`src/rtl/ram_pkg.sv`:
```
// ram_pkg: shared definitions for the ram_sdp_be storage primitive.
//   BYTE_W          width of one byte lane
//   RDW_READ_FIRST  same-address read returns the pre-write word
//   RDW_WRITE_FIRST same-address read returns the merged (bypassed) word
//   state_t         init-sweep FSM states
//   parity()        even-parity bit of one byte
package ram_pkg;

  localparam int BYTE_W          = 8;
  localparam int RDW_READ_FIRST  = 0;
  localparam int RDW_WRITE_FIRST = 1;

  typedef enum logic {
    INIT = 1'b0,
    RUN  = 1'b1
  } state_t;

  // Bit that makes {b, parity(b)} contain an even number of ones.
  function automatic logic parity(input logic [BYTE_W-1:0] b);
    return ^b;
  endfunction

endpackage

```
`src/rtl/ram_init_sweep.sv`:
```
// ram_init_sweep: post-reset initialisation sequencer for ram_sdp_be.
// After reset releases it writes INIT_VALUE to every address 0..DEPTH-1,
// one word per cycle, then parks in RUN until the next reset.
// Ports:
//   clk        clock, posedge
//   rst        asynchronous active-high reset, restarts the sweep
//   init_busy  high while the sweep runs (registered)
//   init_we    write strobe for the sweep (all lanes)
//   init_addr  address being initialised
//   init_data  value being written (INIT_VALUE)
module ram_init_sweep
  import ram_pkg::*;
#(
  parameter int                    ADDR_WIDTH = 4,
  parameter int                    DATA_WIDTH = 8,
  parameter logic [DATA_WIDTH-1:0] INIT_VALUE = '0
) (
  input  logic                  clk,
  input  logic                  rst,
  output logic                  init_busy,
  output logic                  init_we,
  output logic [ADDR_WIDTH-1:0] init_addr,
  output logic [DATA_WIDTH-1:0] init_data
);

  localparam logic [ADDR_WIDTH-1:0] LAST_ADDR = '1;

  state_t                state;
  logic [ADDR_WIDTH-1:0] cnt;

  always_ff @(posedge clk or posedge rst) begin
    if (rst) begin
      state     <= INIT;
      cnt       <= '0;
      init_busy <= 1'b1;
    end else begin
      case (state)
        INIT: begin
          cnt <= cnt + 1'b1;
          if (cnt == LAST_ADDR) begin
            state     <= RUN;
            init_busy <= 1'b0;
          end
        end
        RUN: begin
          state     <= RUN;
          init_busy <= 1'b0;
        end
        default: begin
          state     <= INIT;
          init_busy <= 1'b1;
        end
      endcase
    end
  end

  assign init_we   = init_busy;
  assign init_addr = cnt;
  assign init_data = INIT_VALUE;

endmodule

```
`src/rtl/ram_sdp_be.sv`:
```
// ram_sdp_be: simple dual-port RAM with byte enables, read latency 1 or 2,
// selectable same-address read-during-write policy and a hardware init sweep.
// Optional feature macro: RAM_SDP_PARITY_EN (per-lane even parity, adds
// par_inject input and parity_err output).
// Ports:
//   clk, rst             clock (posedge) / async active-high reset
//   init_busy            high during the init sweep; ports ignored meanwhile
//   wr_en/addr/data/be   write port with per-byte enables
//   rd_en/addr           read request
//   rd_data/rd_valid     read result (held) and one-cycle valid pulse
//   par_inject           (parity build) corrupt stored parity of written lanes
//   parity_err           (parity build) read word failed parity, with rd_valid
module ram_sdp_be
  import ram_pkg::*;
#(
  parameter int                    ADDR_WIDTH = 4,
  parameter int                    DATA_WIDTH = 8,
  parameter int                    RD_LATENCY = 1,
  parameter int                    RDW_MODE   = 0,
  parameter logic [DATA_WIDTH-1:0] INIT_VALUE = '0
) (
  input  logic                         clk,
  input  logic                         rst,
  output logic                         init_busy,
  input  logic                         wr_en,
  input  logic [ADDR_WIDTH-1:0]        wr_addr,
  input  logic [DATA_WIDTH-1:0]        wr_data,
  input  logic [DATA_WIDTH/BYTE_W-1:0] wr_be,
  input  logic                         rd_en,
  input  logic [ADDR_WIDTH-1:0]        rd_addr,
`ifdef RAM_SDP_PARITY_EN
  input  logic                         par_inject,
  output logic                         parity_err,
`endif
  output logic [DATA_WIDTH-1:0]        rd_data,
  output logic                         rd_valid
);

  localparam int DEPTH = 2 ** ADDR_WIDTH;
  localparam int NB    = DATA_WIDTH / BYTE_W;

  if (DATA_WIDTH % BYTE_W != 0) begin : g_bad_width
    $error("ram_sdp_be: DATA_WIDTH must be a multiple of 8");
  end
  if (RD_LATENCY != 1 && RD_LATENCY != 2) begin : g_bad_latency
    $error("ram_sdp_be: RD_LATENCY must be 1 or 2");
  end

  logic                  init_we;
  logic [ADDR_WIDTH-1:0] init_addr;
  logic [DATA_WIDTH-1:0] init_data;

  ram_init_sweep #(
    .ADDR_WIDTH (ADDR_WIDTH),
    .DATA_WIDTH (DATA_WIDTH),
    .INIT_VALUE (INIT_VALUE)
  ) u_sweep (
    .clk       (clk),
    .rst       (rst),
    .init_busy (init_busy),
    .init_we   (init_we),
    .init_addr (init_addr),
    .init_data (init_data)
  );

  logic [DATA_WIDTH-1:0] mem [DEPTH];
`ifdef RAM_SDP_PARITY_EN
  logic [NB-1:0]         pmem [DEPTH];
  logic [NB-1:0]         mem_pbit_p0;
  logic                  perr_p0;
  logic                  perr_p1;
`endif

  // ---- stage p0: port arbitration, array access, collision merge ----
  logic                  wr_fire_p0;
  logic                  rd_fire_p0;
  logic                  mem_we_p0;
  logic [ADDR_WIDTH-1:0] mem_waddr_p0;
  logic [DATA_WIDTH-1:0] mem_wdata_p0;
  logic [NB-1:0]         mem_be_p0;
  logic                  bypass_p0;
  logic [DATA_WIDTH-1:0] rd_word_p0;

  assign wr_fire_p0 = wr_en & ~init_busy;
  assign rd_fire_p0 = rd_en & ~init_busy;

  always_comb begin
    mem_we_p0    = init_we | wr_fire_p0;
    mem_waddr_p0 = init_we ? init_addr : wr_addr;
    mem_wdata_p0 = init_we ? init_data : wr_data;
    mem_be_p0    = init_we ? '1 : wr_be;
`ifdef RAM_SDP_PARITY_EN
    for (int i = 0; i < NB; i++) begin
      mem_pbit_p0[i] = parity(mem_wdata_p0[i*BYTE_W +: BYTE_W]) ^ (par_inject & wr_fire_p0);
    end
`endif
  end

  always_ff @(posedge clk) begin
    if (mem_we_p0) begin
      for (int i = 0; i < NB; i++) begin
        if (mem_be_p0[i]) begin
          mem[mem_waddr_p0][i*BYTE_W +: BYTE_W] <= mem_wdata_p0[i*BYTE_W +: BYTE_W];
`ifdef RAM_SDP_PARITY_EN
          pmem[mem_waddr_p0][i] <= mem_pbit_p0[i];
`endif
        end
      end
    end
  end

  // The collision is resolved here, at the sampling edge, so a write that
  // lands while a latency-2 read is in flight cannot disturb it.
  assign bypass_p0 = (RDW_MODE == RDW_WRITE_FIRST) && wr_fire_p0 && (wr_addr == rd_addr);

  always_comb begin
    rd_word_p0 = mem[rd_addr];
`ifdef RAM_SDP_PARITY_EN
    perr_p0 = 1'b0;
`endif
    for (int i = 0; i < NB; i++) begin
      if (bypass_p0 && wr_be[i]) begin
        // Fresh lane with freshly computed parity can never fail the check.
        rd_word_p0[i*BYTE_W +: BYTE_W] = wr_data[i*BYTE_W +: BYTE_W];
      end else begin
`ifdef RAM_SDP_PARITY_EN
        perr_p0 = perr_p0 | (parity(rd_word_p0[i*BYTE_W +: BYTE_W]) ^ pmem[rd_addr][i]);
`endif
      end
    end
  end

  // ---- stage p1: optional extra read register, then output register ----
  logic                  vld_p1;
  logic [DATA_WIDTH-1:0] data_p1;

  always_ff @(posedge clk or posedge rst) begin
    if (rst) begin
      vld_p1   <= 1'b0;
      data_p1  <= '0;
      rd_valid <= 1'b0;
      rd_data  <= '0;
`ifdef RAM_SDP_PARITY_EN
      perr_p1    <= 1'b0;
      parity_err <= 1'b0;
`endif
    end else begin
      vld_p1 <= rd_fire_p0;
      if (rd_fire_p0) begin
        data_p1 <= rd_word_p0;
`ifdef RAM_SDP_PARITY_EN
        perr_p1 <= perr_p0;
`endif
      end
      if (RD_LATENCY == 1) begin
        rd_valid <= rd_fire_p0;
        if (rd_fire_p0) begin
          rd_data <= rd_word_p0;
`ifdef RAM_SDP_PARITY_EN
          parity_err <= perr_p0;
`endif
        end
      end else begin
        rd_valid <= vld_p1;
        if (vld_p1) begin
          rd_data <= data_p1;
`ifdef RAM_SDP_PARITY_EN
          parity_err <= perr_p1;
`endif
        end
      end
    end
  end

endmodule

```
`config.mk`:
```
export PLATFORM = sky130hd
export DESIGN_NAME = ram_sdp_be
export DESIGN_NICKNAME = d
export VERILOG_FILES = /design/src/rtl/ram_pkg.sv /design/src/rtl/ram_init_sweep.sv /design/src/rtl/ram_sdp_be.sv
export SDC_FILE = /design/constraint.sdc
export NUM_CORES = 1
export LEC_CHECK = 0
export BUFFER_PORTS_ARGS = -buffer_cell sky130_fd_sc_hd__buf_2
export CAP_MARGIN = 10
export CORE_ASPECT_RATIO = 1.1
export CORE_UTILIZATION = 61
export DETAILED_ROUTE_END_ITERATION = 12
export PLACE_DENSITY = 0.9
export SYNTH_ARGS = -nofsm -noshare
export SYNTH_HDL_FRONTEND = slang
export SYNTH_SLANG_ARGS = --single-unit
export TNS_END_PERCENT = 50
```
`constraint.sdc`:
```
create_clock -name clk -period 3.1 [get_ports clk]
set_input_delay 0.31 -clock clk [delete_from_list [all_inputs] [get_ports clk]]
set_output_delay 0.31 -clock clk [all_outputs]
set_load 0.01 [all_outputs]
```
==> metrics.txt, run 1 <==
Synth Register Bits 143; worst-margin pin slew 1210 ps; Final setup violation count 0; largest net degree at the start of global routing 31; Fin Hold WS 317 ps; WL/cell 23.6 um; Reg2Reg Capture Point mem[5][7]; CTS Sinks 143; final wirelength 12800 um; top post-synthesis cells by area edfxtp_1, mux2i_1, dfrtp_1; Core Box Area 9050 um2; Slew Limit Headroom 19.1%; Die X 94.8 um; antenna cells 0; DRT Pass-1 Iters 5; worst IR drop on VDD 0.501 mV; Starting DRT DRC Count 570; Psw 0.940 mW; Synth Net Count 390; startpoint class of the critical path register; RSZ-0062 raised after global routing no; Hold WC Path Type input pin to register; Resized Gates After CTS 0; clk_skew 6.99 ps; routed vias 3448; min-delay src wr_data[2]; row count 36; synthesized cell area 5780 um2; die area 9880 um2; Skew-Pair Late Insertion Delay 530 ps; WHS Path Cells 2; setup TNS 0 ps; min cycle time layout 2260 ps; gr ovfl total 0; top_reg_cell synth edfxtp_1; CTS tree built; crit share post-route 72.8%; NumNets Final 436; r2r worst-path depth 4; hold endpoint mem[14][2]; Clock Tree Buf Depth 2; Placer Congestion 0.871; Tot Pwr 4.45 mW; Avg Synthesized Cell Area 15.7 um2; Synth Warn # 0; Clock Power Share 46.6%; largest area contributor in the netlist edfxtp_1; area of the multi-input gates 1400 um2; H-Tree Depth 4; drt drc 0; Fillers 467; Arr. time, crit path 2410 ps; HPWL Detailed 7670 um; share of cells above drive strength 1 18.3%; # Max-Cap Violations 0; Crit path required time 3250 ps; first-pass GRT wire length 20000 um; Final Hold Fails 0; Register Area 4220 um2; clk slew on worst S/H paths 60 ps; fin. max-slew vios 0; Layout area overhead 14.9%; Final Core Density 73.4%; status complete, no violations; Worst setup EP type register; net switching fraction of the power 21.1%; vias in the first global route 3571; async set-reset flop share out of synthesis 10.5%; Post-DRT Antenna Nets 0; initial antenna violation count 0; register share of total power 48.0%; most frequent cells after synthesis edfxtp_1, mux2i_1, nand2_1, nand3_1, nor2_1; count leader, synth edfxtp_1; logic gate share of total power 5.4%; distinct cell type count of the synthesized netlist 34; starting density of the core 63.9%; Vias/cell 6.37; root buf cell clkbuf_8; sequential share of the synthesized area 73.0%; CTS buffer count 17; top-area cell type share of the netlist area 66.5%; io pins 31; f_max 443 MHz; CP Class register to register; P_int 3.51 mW; IO Port Bufs 30; gr usage total 28.8%; pwr dens 670 nW/um2; Cells after Synth 368; Post-synth EDFFs 128; Leakage 2.48 nW; worst reg2reg path startpoint u_sweep.init_busy; die height 104 um; R2R setup slack 840 ps; Worst Path Max Fanout 22
[critical path, cell delays in order (launching register included)]
cell and delay, ps:
dfstp_2 760, inv_2 130, o21ai_1 210, nand2_1 190, nor2_1 600
[power by group through the flow]
stage                     Clock, mW  Sequential, mW  Combinational [mW]
after floorplan                   0            2.18               0.139
after global placement            0            2.18               0.221
after detailed placement          0            2.18               0.228
after CTS                      2.08            2.14               0.234
after global routing           2.17            2.14               0.255
final                          2.07            2.14               0.240
[final cells by class]
class	instances	area share (%)
clock inverter	15	2.90
timing repair buffer	44	3.92
sequential	143	63.5
tap	114	2.15
clock buffer	17	6.23
multi-input combinational	204	21.1
inverter	4	0.226
[sequential cells by signal (all words and copies together) (netlist names)]
register,cells
mem,128
rd_data,8
rd_valid,1
u_sweep.init_addr,4
u_sweep.init_busy,1
u_sweep.state,1
[cell families after synthesis]
| logic type | Yosys count | share of synthesized area (%) |
|---|---|---|
| DFF | 143 | 73.0 |
| and+or+nand+nor | 94 | 7.59 |
| muxes | 67 | 11.6 |
| AOI/OAI and AO/OA | 39 | 4.30 |
| buffers and inverters | 21 | 2.83 |
| xor gates and xnor gates | 3 | 0.454 |
| adders and majority gates | 1 | 0.216 |
[through the flow]
| stage | setup WS (ps) | area (um2) | cells |
|---|---|---|---|
| global route | 772 | 6650 | 541 |
| detailed placement | 958 | 6030 | 508 |
| global placement | 1050 | 6030 | 508 |
| CTS | 909 | 6650 | 541 |
| finish | 844 | 6650 | 541 |
| floorplan | 1200 | 5780 | 368 |
[worst max path at each step]
stage	startpoint	to	slack, ps	cells past startpoint
4_1_cts	u_sweep.init_busy	mem[4][6]	910	4
2_1_floorplan	u_sweep.init_busy	mem[1][0]	1200	4
5_1_grt	u_sweep.init_busy	mem[6][2]	770	4
3_3_place_gp	u_sweep.init_busy	mem[7][6]	1050	4
3_5_place_dp	u_sweep.init_busy	mem[5][7]	960	3
6_report	u_sweep.init_busy	mem[5][7]	840	4
[timing repair]
action,in CTS,in global routing
endpoints found under the hold margin,14,0
buffers inserted,0,0
hold buffers,1,0
[placed cells by master (no fill, tap or decap), types with 2 or more instances in the layout]
master | synthesis | routed
dfrtp_1 | 14 | 14
mux2_2 | 2 | 2
clkinv_2 | 0 | 3
bufinv_16 | 0 | 4
nor2_1 | 20 | 20
clkinvlp_4 | 0 | 2
mux2i_1 | 65 | 65
edfxtp_1 | 128 | 128
nand2_1 | 31 | 31
inv_1 | 3 | 3
buf_2 | 8 | 29
xnor2_1 | 3 | 3
nor2b_1 | 10 | 10
a22oi_1 | 16 | 16
nand3_1 | 25 | 25
clkinv_4 | 0 | 2
a21oi_1 | 17 | 17
buf_4 | 1 | 14
inv_6 | 0 | 2
clkinv_1 | 0 | 2
clkbuf_16 | 0 | 16
[metal layers]
metal | wire length, um | vias to the layer above | global-route usage (%)
met1 | 4740 | 1683 | 38.0
met2 | 6400 | 241 | 44.2
met4 | 412 | 0 | 12.9
met5 | 0 | - | 0
li1 | - | 1489 | -
met3 | 1230 | 35 | 8.41
Note: power is estimated with default switching activity, not from simulation.
==> run 2: changes to the inputs <==
--- a/config.mk
+++ b/config.mk
@@ -8,9 +8,9 @@
 export BUFFER_PORTS_ARGS = -buffer_cell sky130_fd_sc_hd__buf_2
 export CAP_MARGIN = 10
 export CORE_ASPECT_RATIO = 1.1
-export CORE_UTILIZATION = 61
+export CORE_UTILIZATION = 60
 export DETAILED_ROUTE_END_ITERATION = 12
-export PLACE_DENSITY = 0.9
+export PLACE_DENSITY = 0.88
 export SYNTH_ARGS = -nofsm -noshare
 export SYNTH_HDL_FRONTEND = slang
 export SYNTH_SLANG_ARGS = --single-unit
==> constraint.sdc (replaced) <==
create_clock -name clk -period 2.26 [get_ports clk]
set_input_delay 0.226 -clock clk [delete_from_list [all_inputs] [get_ports clk]]
set_output_delay 0.226 -clock clk [all_outputs]
set_load 0.01 [all_outputs]
==> metrics.txt, run 2 (synthesized netlist as in run 1, its figures left out) <==
pwr dens 902 nW/um2; share of cells above drive strength 1 21.0%; HPWL Detailed 7870 um; Arr. time, crit path 2310 ps; first-pass GRT wire length 19500 um; Clock Tree Buf Depth 2; WHS Path Cells 3; WL/cell 23.0 um; Layout area overhead 16.7%; clk slew on worst S/H paths 70 ps; CTS Sinks 143; commonest non-fill, non-tap cell in the layout edfxtp_1; max reg flops 128; gr usage total 27.9%; io pins 31; starting density of the core 61.9%; min-delay src wr_data[7]; worst IR drop on VDD 0.603 mV; Placer Congestion 0.926; setup TNS 0 ps; Reg2Reg Capture Point mem[4][5]; largest net degree at the start of global routing 37; Core Box Area 9350 um2; CTS tree built; Crit path required time 2400 ps; Slew Limit Headroom 18.0%; die height 105 um; Post-DRT Antenna Nets 0; crit share post-route 96.2%; gr ovfl total 0; Worst Path Max Fanout 22; row count 37; most frequent cells in the layout edfxtp_1, mux2i_1, nand2_1; status complete, no violations; Final Hold Fails 0; routed vias 3460; DRT Pass-1 Iters 5; H-Tree Depth 4; Skew-Pair Late Insertion Delay 510 ps; Final Core Density 72.2%; startpoint class of the critical path register; clk_skew 8.33 ps; R2R setup slack 90 ps; vias in the first global route 3534; f_max 460 MHz; IO Port Bufs 30; hold endpoint mem[2][7]; CP Class register to register; Worst setup EP type register; die area 10000 um2; RSZ-0062 raised after global routing no; final wirelength 12800 um; worst reg2reg path startpoint u_sweep.init_busy; Largest Register mem; Die X 95.6 um; fin. max-slew vios 0; Final setup violation count 0; initial antenna violation count 1; Starting DRT DRC Count 430; r2r worst-path depth 4; Leakage 2.53 nW; CTS buffer count 17; min cycle time layout 2170 ps; NumNets Final 447; worst-margin pin slew 1230 ps; Hold WC Path Type input pin to register; drt drc 0; Vias/cell 6.22; root buf cell clkbuf_8; # Max-Cap Violations 0
[run 2: cell types whose count changed in the layout (fill, tap and decap cells not counted), sizes merged]
| cell | change |
|---|---|
| diode | +1 |
| clkbuf | +1 |
| bufinv | -1 |
| inv | +3 |
| buf | +11 |
| clkinvlp | +2 |
| clkinv | -5 |
[run 2: power breakdown]
group	switching, mW	internal (mW)
Combinational	0.214	0.118
Clock	1.09	1.73
Sequential	0.0168	2.92
Total	1.32	4.77
[run 2: routing by layer]
metal	vias to the layer above	track usage (%)	wire, um
li1	1512	-	-
met1	1675	34.6	4660
met2	228	45.2	6530
met3	45	6.33	1020
met4	0	15.0	559
met5	-	0	0
[run 2: critical path: stages (launching register included)]
cell,delay [ps]
dfstp_2,750
inv_2,120
o21ai_1,180
nand2_1,170
nor2_1,580
[run 2: how the worst max path moves through the flow]
| stage | from | to | slack (ps) | depth (start not counted) |
|---|---|---|---|---|
| after floorplan | u_sweep.init_busy | mem[1][0] | 360 | 4 |
| after CTS | u_sweep.init_busy | mem[7][7] | 140 | 4 |
| after detailed placement | u_sweep.init_busy | mem[4][1] | 170 | 4 |
| after global routing | u_sweep.init_busy | mem[4][5] | 10 | 4 |
| after global placement | u_sweep.init_busy | mem[4][3] | 220 | 4 |
| final | u_sweep.init_busy | mem[4][5] | 90 | 4 |
[run 2: layout make-up]
type                    count  area (um2)
flip-flops and latches    143        4220
fillers                   551        2600
multi-input cells         204        1400
clock buffers              18         428
repair buffers             55         355
clock inverters            14         180
well taps                 117         146
inverters                   4        15.0
diodes                      1        2.50
[run 2: stage by stage]
| step | hold WS (ps) | power (mW) | cells | area [um2] | worst slack (ps) |
|---|---|---|---|---|---|
| 2_1_floorplan | 127 | 3.19 | 368 | 5780 | 358 |
| 3_3_place_gp | 364 | 3.30 | 522 | 6130 | 219 |
| 3_5_place_dp | 367 | 3.31 | 522 | 6130 | 166 |
| 4_1_cts | 270 | 6.09 | 555 | 6750 | 143 |
| 5_1_grt | 303 | 6.21 | 556 | 6750 | 9.64 |
| 6_report | 294 | 6.09 | 556 | 6750 | 86.8 |
[run 2: timing repair]
item	in CTS	in global routing
hold endpoints to repair	14	0
hold buffers	1	0
resized for setup	0	1
setup buffers	0	0
setup endpoints to repair	0	8
